**src/rtl/fetch_pkg.sv**
```systemverilog
// Shared types for the fetch sequencer: buffer entry, FSM encoding, reset PC default.
package fetch_pkg;

  localparam logic [31:0] DEF_RESET_PC = 32'h0000_0000;

  typedef struct packed {
    logic [31:0] pc;
    logic [31:0] data;
  } fetch_entry_t;

  typedef enum logic [0:0] {
    FETCH = 1'b0,
    DRAIN = 1'b1
  } fetch_state_e;

  function automatic logic [31:0] word_align(input logic [31:0] addr);
    return {addr[31:2], 2'b00};
  endfunction

endpackage

```
**src/rtl/fetch_buf.sv**
```systemverilog
// DEPTH-entry FIFO of fetched instructions; flush wins over a same-cycle push.
module fetch_buf
  import fetch_pkg::*;
#(
  parameter int DEPTH = 2
) (
  input  logic                    clk,
  input  logic                    reset_n,
  input  logic                    flush,
  input  logic                    push,
  input  fetch_entry_t            push_entry,
  input  logic                    pop,
  output fetch_entry_t            head,
  output logic [$clog2(DEPTH):0]  occupancy,
  output logic                    full,
  output logic                    empty
);

  localparam int AW = $clog2(DEPTH);
  localparam int CW = AW + 1;
  localparam logic [AW-1:0] PTR_ONE  = AW'(1);
  localparam logic [CW-1:0] CNT_FULL = CW'(DEPTH);
  localparam logic [CW-1:0] CNT_ZERO = CW'(0);

  fetch_entry_t  mem_r [DEPTH];
  logic [AW-1:0] wr_ptr_r;
  logic [AW-1:0] rd_ptr_r;
  logic [CW-1:0] count_r;
  logic          do_push_s;
  logic          do_pop_s;

  assign do_pop_s  = pop && !empty;
  assign do_push_s = push && (!full || do_pop_s);

  // storage, pointers and occupancy
  always_ff @(posedge clk or negedge reset_n) begin
    if (!reset_n) begin
      for (int i = 0; i < DEPTH; i++) mem_r[i] <= '0;
      wr_ptr_r <= '0;
      rd_ptr_r <= '0;
      count_r  <= CNT_ZERO;
    end else if (flush) begin
      wr_ptr_r <= '0;
      rd_ptr_r <= '0;
      count_r  <= CNT_ZERO;
    end else begin
      if (do_push_s) begin
        mem_r[wr_ptr_r] <= push_entry;
        wr_ptr_r        <= wr_ptr_r + PTR_ONE;
      end
      if (do_pop_s) rd_ptr_r <= rd_ptr_r + PTR_ONE;
      count_r <= count_r + {{AW{1'b0}}, do_push_s} - {{AW{1'b0}}, do_pop_s};
    end
  end

  assign head      = mem_r[rd_ptr_r];
  assign occupancy = count_r;
  assign full      = (count_r == CNT_FULL);
  assign empty     = (count_r == CNT_ZERO);

endmodule

```
**src/rtl/fetch_chk.sv**
```systemverilog
// Simulation checker: memory must never answer when nothing is in flight.
module fetch_chk #(
  parameter int CW = 2
) (
  input logic          clk,
  input logic          reset_n,
  input logic          imem_rsp_valid,
  input logic [CW-1:0] inflight
);

  rsp_needs_request: assert property (@(posedge clk) disable iff (!reset_n)
    imem_rsp_valid |-> (inflight != '0))
    else $error("imem response arrived with no request in flight");

endmodule

```
**src/rtl/fetch_ctrl.sv**
```systemverilog
// Fetch sequencer: credit-limited imem requests, in-order response buffer, redirect squash.
// Optional perf counters (perf_fetched, perf_squashed) when FETCH_PERF_EN is defined.
module fetch_ctrl
  import fetch_pkg::*;
#(
  parameter int          DEPTH    = 2,
  parameter logic [31:0] RESET_PC = DEF_RESET_PC
) (
  input  logic        clk,
  input  logic        reset_n,
  input  logic        redirect_valid,
  input  logic [31:0] redirect_pc,
  output logic        imem_req_valid,
  input  logic        imem_req_ready,
  output logic [31:0] imem_req_addr,
  input  logic        imem_rsp_valid,
  input  logic [31:0] imem_rsp_data,
  output logic        instr_valid,
  input  logic        instr_ready,
  output logic [31:0] instr_pc,
  output logic [31:0] instr_data
`ifdef FETCH_PERF_EN
  ,
  output logic [31:0] perf_fetched,
  output logic [31:0] perf_squashed
`endif
);

  localparam int CW = $clog2(DEPTH) + 1;
  localparam logic [CW-1:0] CNT_ZERO   = CW'(0);
  localparam logic [CW-1:0] CNT_ONE    = CW'(1);
  localparam logic [CW:0]   CREDIT_LIM = (CW + 1)'(DEPTH);
  localparam logic [31:0]   PC_STEP    = 32'd4;

  fetch_state_e  state_r, next_state_s;
  logic [31:0]   fetch_pc_r, rsp_pc_r, target_s;
  logic [CW-1:0] inflight_r, squash_cnt_r, inflight_next_s, squash_next_s, occupancy_s;
  logic [CW:0]   load_s;
  logic          run_r, credit_s, req_hs_s, rsp_s, drop_s, push_s, pop_s, full_s, empty_s;
  fetch_entry_t  head_s, push_entry_s;

  assign target_s = word_align(redirect_pc);
  assign pop_s    = instr_valid && instr_ready;
  // A same-cycle pop frees a slot, which is what sustains one fetch per cycle.
  assign load_s   = {1'b0, inflight_r} + {1'b0, occupancy_s} - {{CW{1'b0}}, pop_s};
  assign credit_s = (load_s < CREDIT_LIM);

  assign imem_req_valid  = run_r && (state_r == FETCH) && credit_s;
  assign imem_req_addr   = fetch_pc_r;
  assign req_hs_s        = imem_req_valid && imem_req_ready;
  assign rsp_s           = imem_rsp_valid && (inflight_r != CNT_ZERO);
  assign drop_s          = rsp_s && (redirect_valid || (squash_cnt_r != CNT_ZERO));
  assign push_s          = rsp_s && !drop_s;
  assign push_entry_s    = '{pc: rsp_pc_r, data: imem_rsp_data};
  assign inflight_next_s = inflight_r + {{(CW-1){1'b0}}, req_hs_s} - {{(CW-1){1'b0}}, rsp_s};

  // squash bookkeeping and FETCH/DRAIN transitions
  always_comb begin
    squash_next_s = squash_cnt_r;
    next_state_s  = state_r;
    if (redirect_valid) begin
      squash_next_s = inflight_next_s;
    end else if (drop_s) begin
      squash_next_s = squash_cnt_r - CNT_ONE;
    end else begin
      squash_next_s = squash_cnt_r;
    end
    case (state_r)
      FETCH: begin
        if (redirect_valid && (squash_next_s != CNT_ZERO)) next_state_s = DRAIN;
        else next_state_s = FETCH;
      end
      DRAIN: begin
        if (squash_next_s != CNT_ZERO) next_state_s = DRAIN;
        else next_state_s = FETCH;
      end
      default: next_state_s = FETCH;
    endcase
  end

  // state, PCs and counters
  always_ff @(posedge clk or negedge reset_n) begin
    if (!reset_n) begin
      state_r      <= FETCH;
      run_r        <= 1'b0;
      fetch_pc_r   <= RESET_PC;
      rsp_pc_r     <= RESET_PC;
      inflight_r   <= CNT_ZERO;
      squash_cnt_r <= CNT_ZERO;
    end else begin
      state_r      <= next_state_s;
      run_r        <= 1'b1;
      inflight_r   <= inflight_next_s;
      squash_cnt_r <= squash_next_s;
      if (redirect_valid) begin
        fetch_pc_r <= target_s;
        rsp_pc_r   <= target_s;
      end else begin
        if (req_hs_s) fetch_pc_r <= fetch_pc_r + PC_STEP;
        if (push_s) rsp_pc_r <= rsp_pc_r + PC_STEP;
      end
    end
  end

  fetch_buf #(.DEPTH(DEPTH)) u_buf (
    .clk        (clk),
    .reset_n    (reset_n),
    .flush      (redirect_valid),
    .push       (push_s),
    .push_entry (push_entry_s),
    .pop        (pop_s),
    .head       (head_s),
    .occupancy  (occupancy_s),
    .full       (full_s),
    .empty      (empty_s)
  );

  assign instr_valid = !empty_s;
  assign instr_pc    = head_s.pc;
  assign instr_data  = head_s.data;

  fetch_chk #(.CW(CW)) u_chk (
    .clk            (clk),
    .reset_n        (reset_n),
    .imem_rsp_valid (imem_rsp_valid),
    .inflight       (inflight_r)
  );

`ifdef FETCH_PERF_EN
  logic [31:0] flushed_s;
  assign flushed_s = redirect_valid ? 32'(occupancy_s - {{(CW-1){1'b0}}, pop_s}) : 32'd0;

  // delivered and squashed instruction counters
  always_ff @(posedge clk or negedge reset_n) begin
    if (!reset_n) begin
      perf_fetched  <= 32'd0;
      perf_squashed <= 32'd0;
    end else begin
      perf_fetched  <= perf_fetched + {31'd0, pop_s};
      perf_squashed <= perf_squashed + {31'd0, drop_s} + flushed_s;
    end
  end
`endif

endmodule

```
**config.mk**
```make
export PLATFORM = sky130hd
export DESIGN_NAME = fetch_ctrl
export DESIGN_NICKNAME = d
export VERILOG_FILES = /design/src/rtl/fetch_pkg.sv /design/src/rtl/fetch_buf.sv /design/src/rtl/fetch_chk.sv /design/src/rtl/fetch_ctrl.sv
export SDC_FILE = /design/constraint.sdc
export NUM_CORES = 1
export LEC_CHECK = 0
export ABC_AREA = 1
export BUFFER_PORTS_ARGS = -buffer_cell sky130_fd_sc_hd__buf_2
export CAP_MARGIN = 15
export CORE_AREA = 3 3 140 142
export CTS_CLUSTER_DIAMETER = 50
export DETAILED_ROUTE_END_ITERATION = 10
export DIE_AREA = 0 0 143 145
export PLACE_DENSITY = 0.87
export SETUP_SLACK_MARGIN = 0.1
export SYNTH_ARGS = -nofsm -noshare
export SYNTH_HDL_FRONTEND = slang
export SYNTH_SLANG_ARGS = --single-unit
export TNS_END_PERCENT = 30
```
**constraint.sdc**
```tcl
create_clock -name clk -period 3.7 [get_ports clk]
set_clock_uncertainty 0.2 [all_clocks]
set_input_delay 0.925 -clock clk [delete_from_list [all_inputs] [get_ports clk]]
set_output_delay 0.925 -clock clk [all_outputs]
set_load 0.01 [all_outputs]
```
==> flow_metrics.env, run 1 <==
export IMPL_status="finished, final reports clean"
export IMPL_power_density_nw_per_um2=681
export IMPL_grt_overflow_total=0
export IMPL_drt_wl_total_mm=25.4
export IMPL_worstSetupPathType="in2out"
export IMPL_h_tree_depth=4
export IMPL_tightest_slew_ns=0.718
export IMPL_async_flop_share=1.00
export IMPL_slowest_stage="fa_1"
export IMPL_syn_to_final_growth_pct=15.9
export IMPL_syn_inst=1368
export IMPL_synth_top_area_frac=0.483
export IMPL_drc=0
export IMPL_synth_edf_count=0
export IMPL_start_util=0.540
export IMPL_path_cells="buf_2 > nand2_2 > inv_1 > ha_1 > inv_1 > nand2_1 > fa_1 > xor2_1 > nand2_1 > nor2_1 > buf_2"
export IMPL_fin_crit_sh=0.948
export IMPL_ys_ff_latch=194
export IMPL_clk_pin_slew_ns=0.07
export IMPL_startpoint_type="primary input"
export IMPL_crit_start="instr_ready"
export IMPL_end_kind="output pin"
export IMPL_clk_latency_ns=0.43
export IMPL_cp_max_fo=2
export IMPL_drive_gt1_frac=0.154
export IMPL_ys_warn_count=0
export IMPL_grt_pass1_wl_mm=42.5
export IMPL_ir_drop_mv=0.420
export IMPL_power_total_w=0.00792
export IMPL_numPortBuffers=161
export IMPL_clock_path_buffers=2
export IMPL_synth_top_family_by_area="simple AND/OR/NAND/NOR gates"
export IMPL_synth_area_um2=10000
export IMPL_r2r_slack_ns=0.51
export IMPL_slew_violations=0
export IMPL_cts_hold_repair_buffers=0
export IMPL_yosys_area_top_type="dfrtp_1"
export IMPL_ys_top_cells_by_area="dfrtp_1 48%, nand2_1 20%, inv_1 4.9%"
export IMPL_grt_usage=0.248
export IMPL_finalSetupViolations=0
export IMPL_synthAdderAreaFrac=0.0132
export IMPL_grt_setup_unrepaired="no"
export IMPL_relSlewSlack=0.522
export IMPL_postSynthAreaPerCell_um2=7.34
export IMPL_die_h_um=145
export IMPL_grt_pass1_vias=8747
export IMPL_drt_iter0_markers=620
export IMPL_holdCritPathClass="reg2reg"
export IMPL_gp_congestion=0.952
export IMPL_rr_startpoint="u_buf.occupancy[1]"
export IMPL_slowest_delay_ns=0.37
export IMPL_yosysUniqueCellTypes=33
export IMPL_n_antenna_cell=0
export IMPL_antenna_found_initial=0
export IMPL_drtAntennaViolNets=0
export IMPL_place_hpwl_mm=18.3
export IMPL_synth_flop_cell="dfrtp_1"
export IMPL_drv_cap=0
export IMPL_cts_root_buf="clkbuf_16"
export IMPL_worstSetupEndpoint="imem_req_valid"
export IMPL_dr_pass1_iters=5
export IMPL_crit_required_ns=2.57
export IMPL_critPathArrivalTime_ns=2.38
export IMPL_dieWidth_um=143
export IMPL_numCtsBuffers=17
export IMPL_wl_per_cell_um=14.5
export IMPL_clock_fmax_mhz=285
export IMPL_r2r_end="state_r"
export IMPL_synth_commonest_cells="527 x nand2_1, 194 x dfrtp_1, 132 x inv_1"
export IMPL_fill_cells=1601
export IMPL_core_area_um2=18600
export IMPL_yosys_area_share_simple=0.292
export IMPL_num_rows=50
export IMPL_synth_compound_area_share=0.116
export IMPL_via_per_inst=5.37
export IMPL_die_area_um2=20700
export IMPL_cts_tree="yes"
export IMPL_cts_sinks=194
export IMPL_p_leak_nw=6.14
export IMPL_nets=1591
export IMPL_reg2reg_depth=20
export IMPL_holdPathStages=2
export IMPL_synthMostInstantiatedCell="nand2_1"
export IMPL_fin_setup_tns_ns=0
export IMPL_grt_max_degree=73
export IMPL_ys_seq_area_frac=0.483
export IMPL_finalCriticalPeriod_ns=3.51
export IMPL_synth_xor_area_frac=0.0122
export IMPL_via_count=9436
export IMPL_final_hold_violation_count=0
export IMPL_pin_count=168
export IMPL_synthMuxAreaShare=0
## per-layer routing
layer	wire length, um	vias up	track usage	part of all wire
li1	-	4602	-	-
met1	11300	4375	0.371	0.44
met2	11500	426	0.369	0.45
met3	2330	33	0.0587	0.092
met4	320	0	0.0561	0.013
met5	0	-	0	0
## logic make-up after synthesis
logic type                 count (synthesis)
and+or+nand+nor                          735
AOI/OAI and AO/OA                        215
buffers and inverters                    198
DFF                                      194
xor gates and xnor gates                  14
adders and majority gates                 10
other                                      2
## cell usage in the layout (no fill, tap or decap), types with 2 or more instances in the layout
| cell type | n |
|---|---|
| nand2_1 | 527 |
| dfrtp_1 | 193 |
| buf_2 | 160 |
| inv_1 | 131 |
| nor2_1 | 99 |
| o21ai_0 | 88 |
| nand3_1 | 78 |
| o21ai_1 | 58 |
| a21oi_1 | 35 |
| buf_4 | 18 |
| clkbuf_16 | 17 |
| o211ai_1 | 16 |
| nand4_1 | 13 |
| xor2_1 | 10 |
| o21bai_1 | 9 |
| ha_1 | 9 |
| nor3_1 | 8 |
| inv_2 | 5 |
| conb_1 | 5 |
| inv_6 | 5 |
| o21ai_2 | 4 |
| xnor2_1 | 4 |
| clkinv_4 | 4 |
| buf_12 | 4 |
| nand2_2 | 3 |
| a31oi_1 | 3 |
| clkinvlp_4 | 3 |
| a22oi_1 | 2 |
## worst min path at each step
stage	startpoint	end	slack [ns]
finish	u_buf.mem_r[31]	u_buf.mem_r[31]	0.29
global route	u_buf.mem_r[48]	u_buf.mem_r[48]	0.31
CTS	u_buf.mem_r[126]	u_buf.mem_r[126]	0.29
detailed placement	u_buf.mem_r[126]	u_buf.mem_r[126]	0.27
global placement	u_buf.mem_r[52]	u_buf.mem_r[52]	0.27
floorplan	u_buf.mem_r[62]	u_buf.mem_r[62]	0.25
## report_power, final
part / switching, W / internal (W)
Clock: 0.000858 / 0.000947
Sequential: 0.000486 / 0.00282
Combinational: 0.00172 / 0.00109
## worst max-delay path, delay by kind of cell
family | cells | cell delay [ns]
xor gates and xnor gates | 1 | 0.19
adders and majority gates | 2 | 0.63
buffers and inverters | 4 | 0.35
and+or+nand+nor | 4 | 0.27
## sequential cells by signal, indices dropped and copies added (netlist names)
| signal | flops |
|---|---|
| u_buf.mem_r | 124 |
| imem_req_addr | 30 |
| rsp_pc_r | 30 |
| inflight_r | 2 |
| squash_cnt_r | 2 |
| u_buf.occupancy | 2 |
| run_r | 1 |
| state_r | 1 |
| u_buf.rd_ptr_r | 1 |
| u_buf.wr_ptr_r | 1 |
## metrics by stage
step	setup slack (ns)	area, um2	hold WS, ns	std cells	util
after floorplan	0.195	10100	0.253	1371	-
after global placement	0.0587	11100	0.265	1725	0.595
after detailed placement	0.0234	11100	0.270	1725	0.595
after CTS	0.169	11600	0.287	1757	0.626
after global routing	0.105	11600	0.309	1758	0.626
final	0.193	11600	0.286	1758	0.626
## layout make-up
type	count	area, um2	area share
multi-input cells	979	4380	0.376
repair buffers	183	1030	0.0883
clock inverters	15	148	0.0127
flip-flops and latches	194	4860	0.417
inverters	136	510	0.0439
clock buffers	17	425	0.0366
well taps	234	293	0.0252
## what timing repair did
item                                    in CTS  in global routing
hold endpoints to repair                     0                  0
endpoints found under the setup margin       0                  1
gates resized for setup                      0                  1
buffers inserted                             0                  1
Power figures use the tool's default switching activity.
==> run 2: changes to the inputs <==
- CORE_AREA: 3 3 140 142 -> 3 3 146 148
- DIE_AREA: 0 0 143 145 -> 0 0 149 151
- PLACE_DENSITY: 0.87 -> 0.81
- REMOVE_ABC_BUFFERS: not set -> 1
==> run 2 against run 1 <==
  * Setup slack gained 0.031 ns
  * Register-to-register slack is essentially flat
  * First-iteration DRC count grew 15%
  * Sequential power is essentially flat
  * Cell count grew 1.8%
  * Utilization shrank 4.6 points
  * Combinational power is essentially flat
  * Design area grew 0.65%
  * Global-route usage shrank 2.3 points
  * Wire length shrank 0.80%
==> flow_metrics.env, run 2 (same netlist as run 1, synthesis figures left out) <==
export IMPL_worstHoldEndpoint="u_buf.mem_r[15]"
export IMPL_grt_setup_unrepaired="no"
export IMPL_path_cells="buf_2 > nand2_2 > inv_1 > ha_1 > inv_1 > nand2_1 > fa_2 > nand2_1 > nor2_1 > buf_2"
export IMPL_wl_per_cell_um=14.1
export IMPL_die_h_um=151
export IMPL_power_total_w=0.00798
export IMPL_grt_pass1_vias=8599
export IMPL_clock_fmax_mhz=288
export IMPL_grt_max_degree=125
export IMPL_drt_wl_total_mm=25.2
export IMPL_startpoint_type="primary input"
export IMPL_numCtsBuffers=17
export IMPL_num_rows=52
export IMPL_end_kind="output pin"
export IMPL_antenna_found_initial=0
export IMPL_relSlewSlack=0.515
export IMPL_largest_register_ffs=124
export IMPL_place_hpwl_mm=17.5
export IMPL_grt_pass1_wl_mm=41.6
export IMPL_finalCriticalPeriod_ns=3.48
export IMPL_power_switching_w=0.00305
export IMPL_final_cell_mix="527 x nand2_1, 193 x dfrtp_1, 160 x buf_2, 131 x inv_1, 99 x nor2_1"
export IMPL_swShare=0.382
export IMPL_syn_to_final_growth_pct=16.6
export IMPL_tightest_slew_ns=0.727
export IMPL_pin_count=168
export IMPL_slew_violations=0
export IMPL_finalSetupViolations=0
export IMPL_cts_tree="yes"
export IMPL_r2r_end="state_r"
export IMPL_combPwrFrac=0.351
export IMPL_slowest_stage="fa_2"
export IMPL_p_clk_frac=0.236
export IMPL_power_density_nw_per_um2=682
export IMPL_p_leak_nw=6.16
export IMPL_holdCritPathClass="reg2reg"
export IMPL_grt_usage=0.226
export IMPL_cp_max_fo=2
export IMPL_via_count=9249
export IMPL_drv_cap=0
export IMPL_cts_root_buf="clkbuf_16"
export IMPL_slowest_delay_ns=0.54
export IMPL_status="finished, final reports clean"
export IMPL_final_common_cell="nand2_1"
export IMPL_holdPathStages=2
export IMPL_registers_top_by_ff_count="u_buf.mem_r"
export IMPL_dieWidth_um=149
export IMPL_clock_path_buffers=2
export IMPL_h_tree_depth=4
export IMPL_fin_crit_sh=0.940
export IMPL_grt_overflow_total=0
export IMPL_reg2reg_depth=20
export IMPL_die_area_um2=22500
export IMPL_drt_iter0_markers=713
export IMPL_fin_setup_tns_ns=0
export IMPL_n_antenna_cell=0
export IMPL_worstSetupPathType="in2out"
export IMPL_numPortBuffers=161
export IMPL_core_area_um2=20200
export IMPL_drc=0
export IMPL_critPathArrivalTime_ns=2.35
export IMPL_p_int_w=0.00494
export IMPL_clk_pin_slew_ns=0.07
export IMPL_final_hold_violation_count=0
export IMPL_clk_latency_ns=0.43
export IMPL_nets=1587
export IMPL_gp_congestion=0.940
export IMPL_rr_startpoint="u_buf.occupancy[1]"
export IMPL_ir_drop_mv=0.301
export IMPL_pwr_share_seq=0.412
export IMPL_min_from="u_buf.mem_r[15]"
export IMPL_fill_cells=1883
export IMPL_drive_gt1_frac=0.152
export IMPL_r2r_slack_ns=0.50
export IMPL_via_per_inst=5.17
export IMPL_drtAntennaViolNets=0
export IMPL_cts_sinks=194
export IMPL_start_util=0.498
export IMPL_dr_pass1_iters=5
export IMPL_crit_required_ns=2.57
[run 2: worst max-delay path by stage]
stage,start,end,cells after the start
after detailed placement,instr_ready,state_r,19
after global routing,instr_ready,imem_req_valid,10
after global placement,instr_ready,state_r,19
final,instr_ready,imem_req_valid,10
after floorplan,imem_rsp_valid,u_buf.mem_r[76],5
after CTS,instr_ready,imem_req_valid,11
[run 2: timing repair]
| item | 4_1_cts | 5_1_grt |
|---|---|---|
| buffers inserted | 0 | 1 |
| hold buffers | 0 | 0 |
| setup endpoints to repair | 0 | 1 |
| gates resized for setup | 0 | 2 |
[run 2: area by class of cell]
| class | count | area [um2] | area share |
|---|---|---|---|
| flip-flops and latches | 194 | 4860 | 0.415 |
| multi-input cells | 979 | 4380 | 0.374 |
| repair buffers | 179 | 1020 | 0.0875 |
| inverters | 136 | 510 | 0.0436 |
| clock buffers | 17 | 425 | 0.0363 |
| well taps | 270 | 338 | 0.0288 |
| clock inverters | 15 | 178 | 0.0152 |
[run 2: power by group through the flow]
stage | Sequential [W] | Combinational (W) | Clock (W)
global placement | 0.00329 | 0.00272 | 0
global route | 0.00338 | 0.00320 | 0.00200
CTS | 0.00328 | 0.00282 | 0.00192
finish | 0.00329 | 0.00280 | 0.00189
detailed placement | 0.00332 | 0.00280 | 0
floorplan | 0.00328 | 0.00173 | 0
[run 2: critical path, delay by kind of cell]
| kind | cells | cell delay [ns] |
|---|---|---|
| buffers and inverters | 4 | 0.36 |
| and+or+nand+nor | 4 | 0.27 |
| adders and majority gates | 2 | 0.80 |
[run 2: per-stage QoR]
step | std cells | hold slack (ns) | worst slack, ns | instance area [um2] | util
6_report | 1790 | 0.287 | 0.223 | 11700 | 0.581
5_1_grt | 1790 | 0.302 | 0.125 | 11700 | 0.581
4_1_cts | 1789 | 0.290 | 0.167 | 11700 | 0.580
3_5_place_dp | 1757 | 0.272 | 0.00605 | 11100 | 0.550
3_3_place_gp | 1757 | 0.264 | 0.0694 | 11100 | 0.550
2_1_floorplan | 1309 | 0.253 | -0.179 | 9730 | -
[run 2: per-layer routing]
layer	up-vias	track usage	wire length [um]
li1	4599	-	-
met1	4275	0.321	11300
met2	344	0.362	11600
met3	31	0.0353	1930
met4	0	0.0627	395
met5	-	0	0
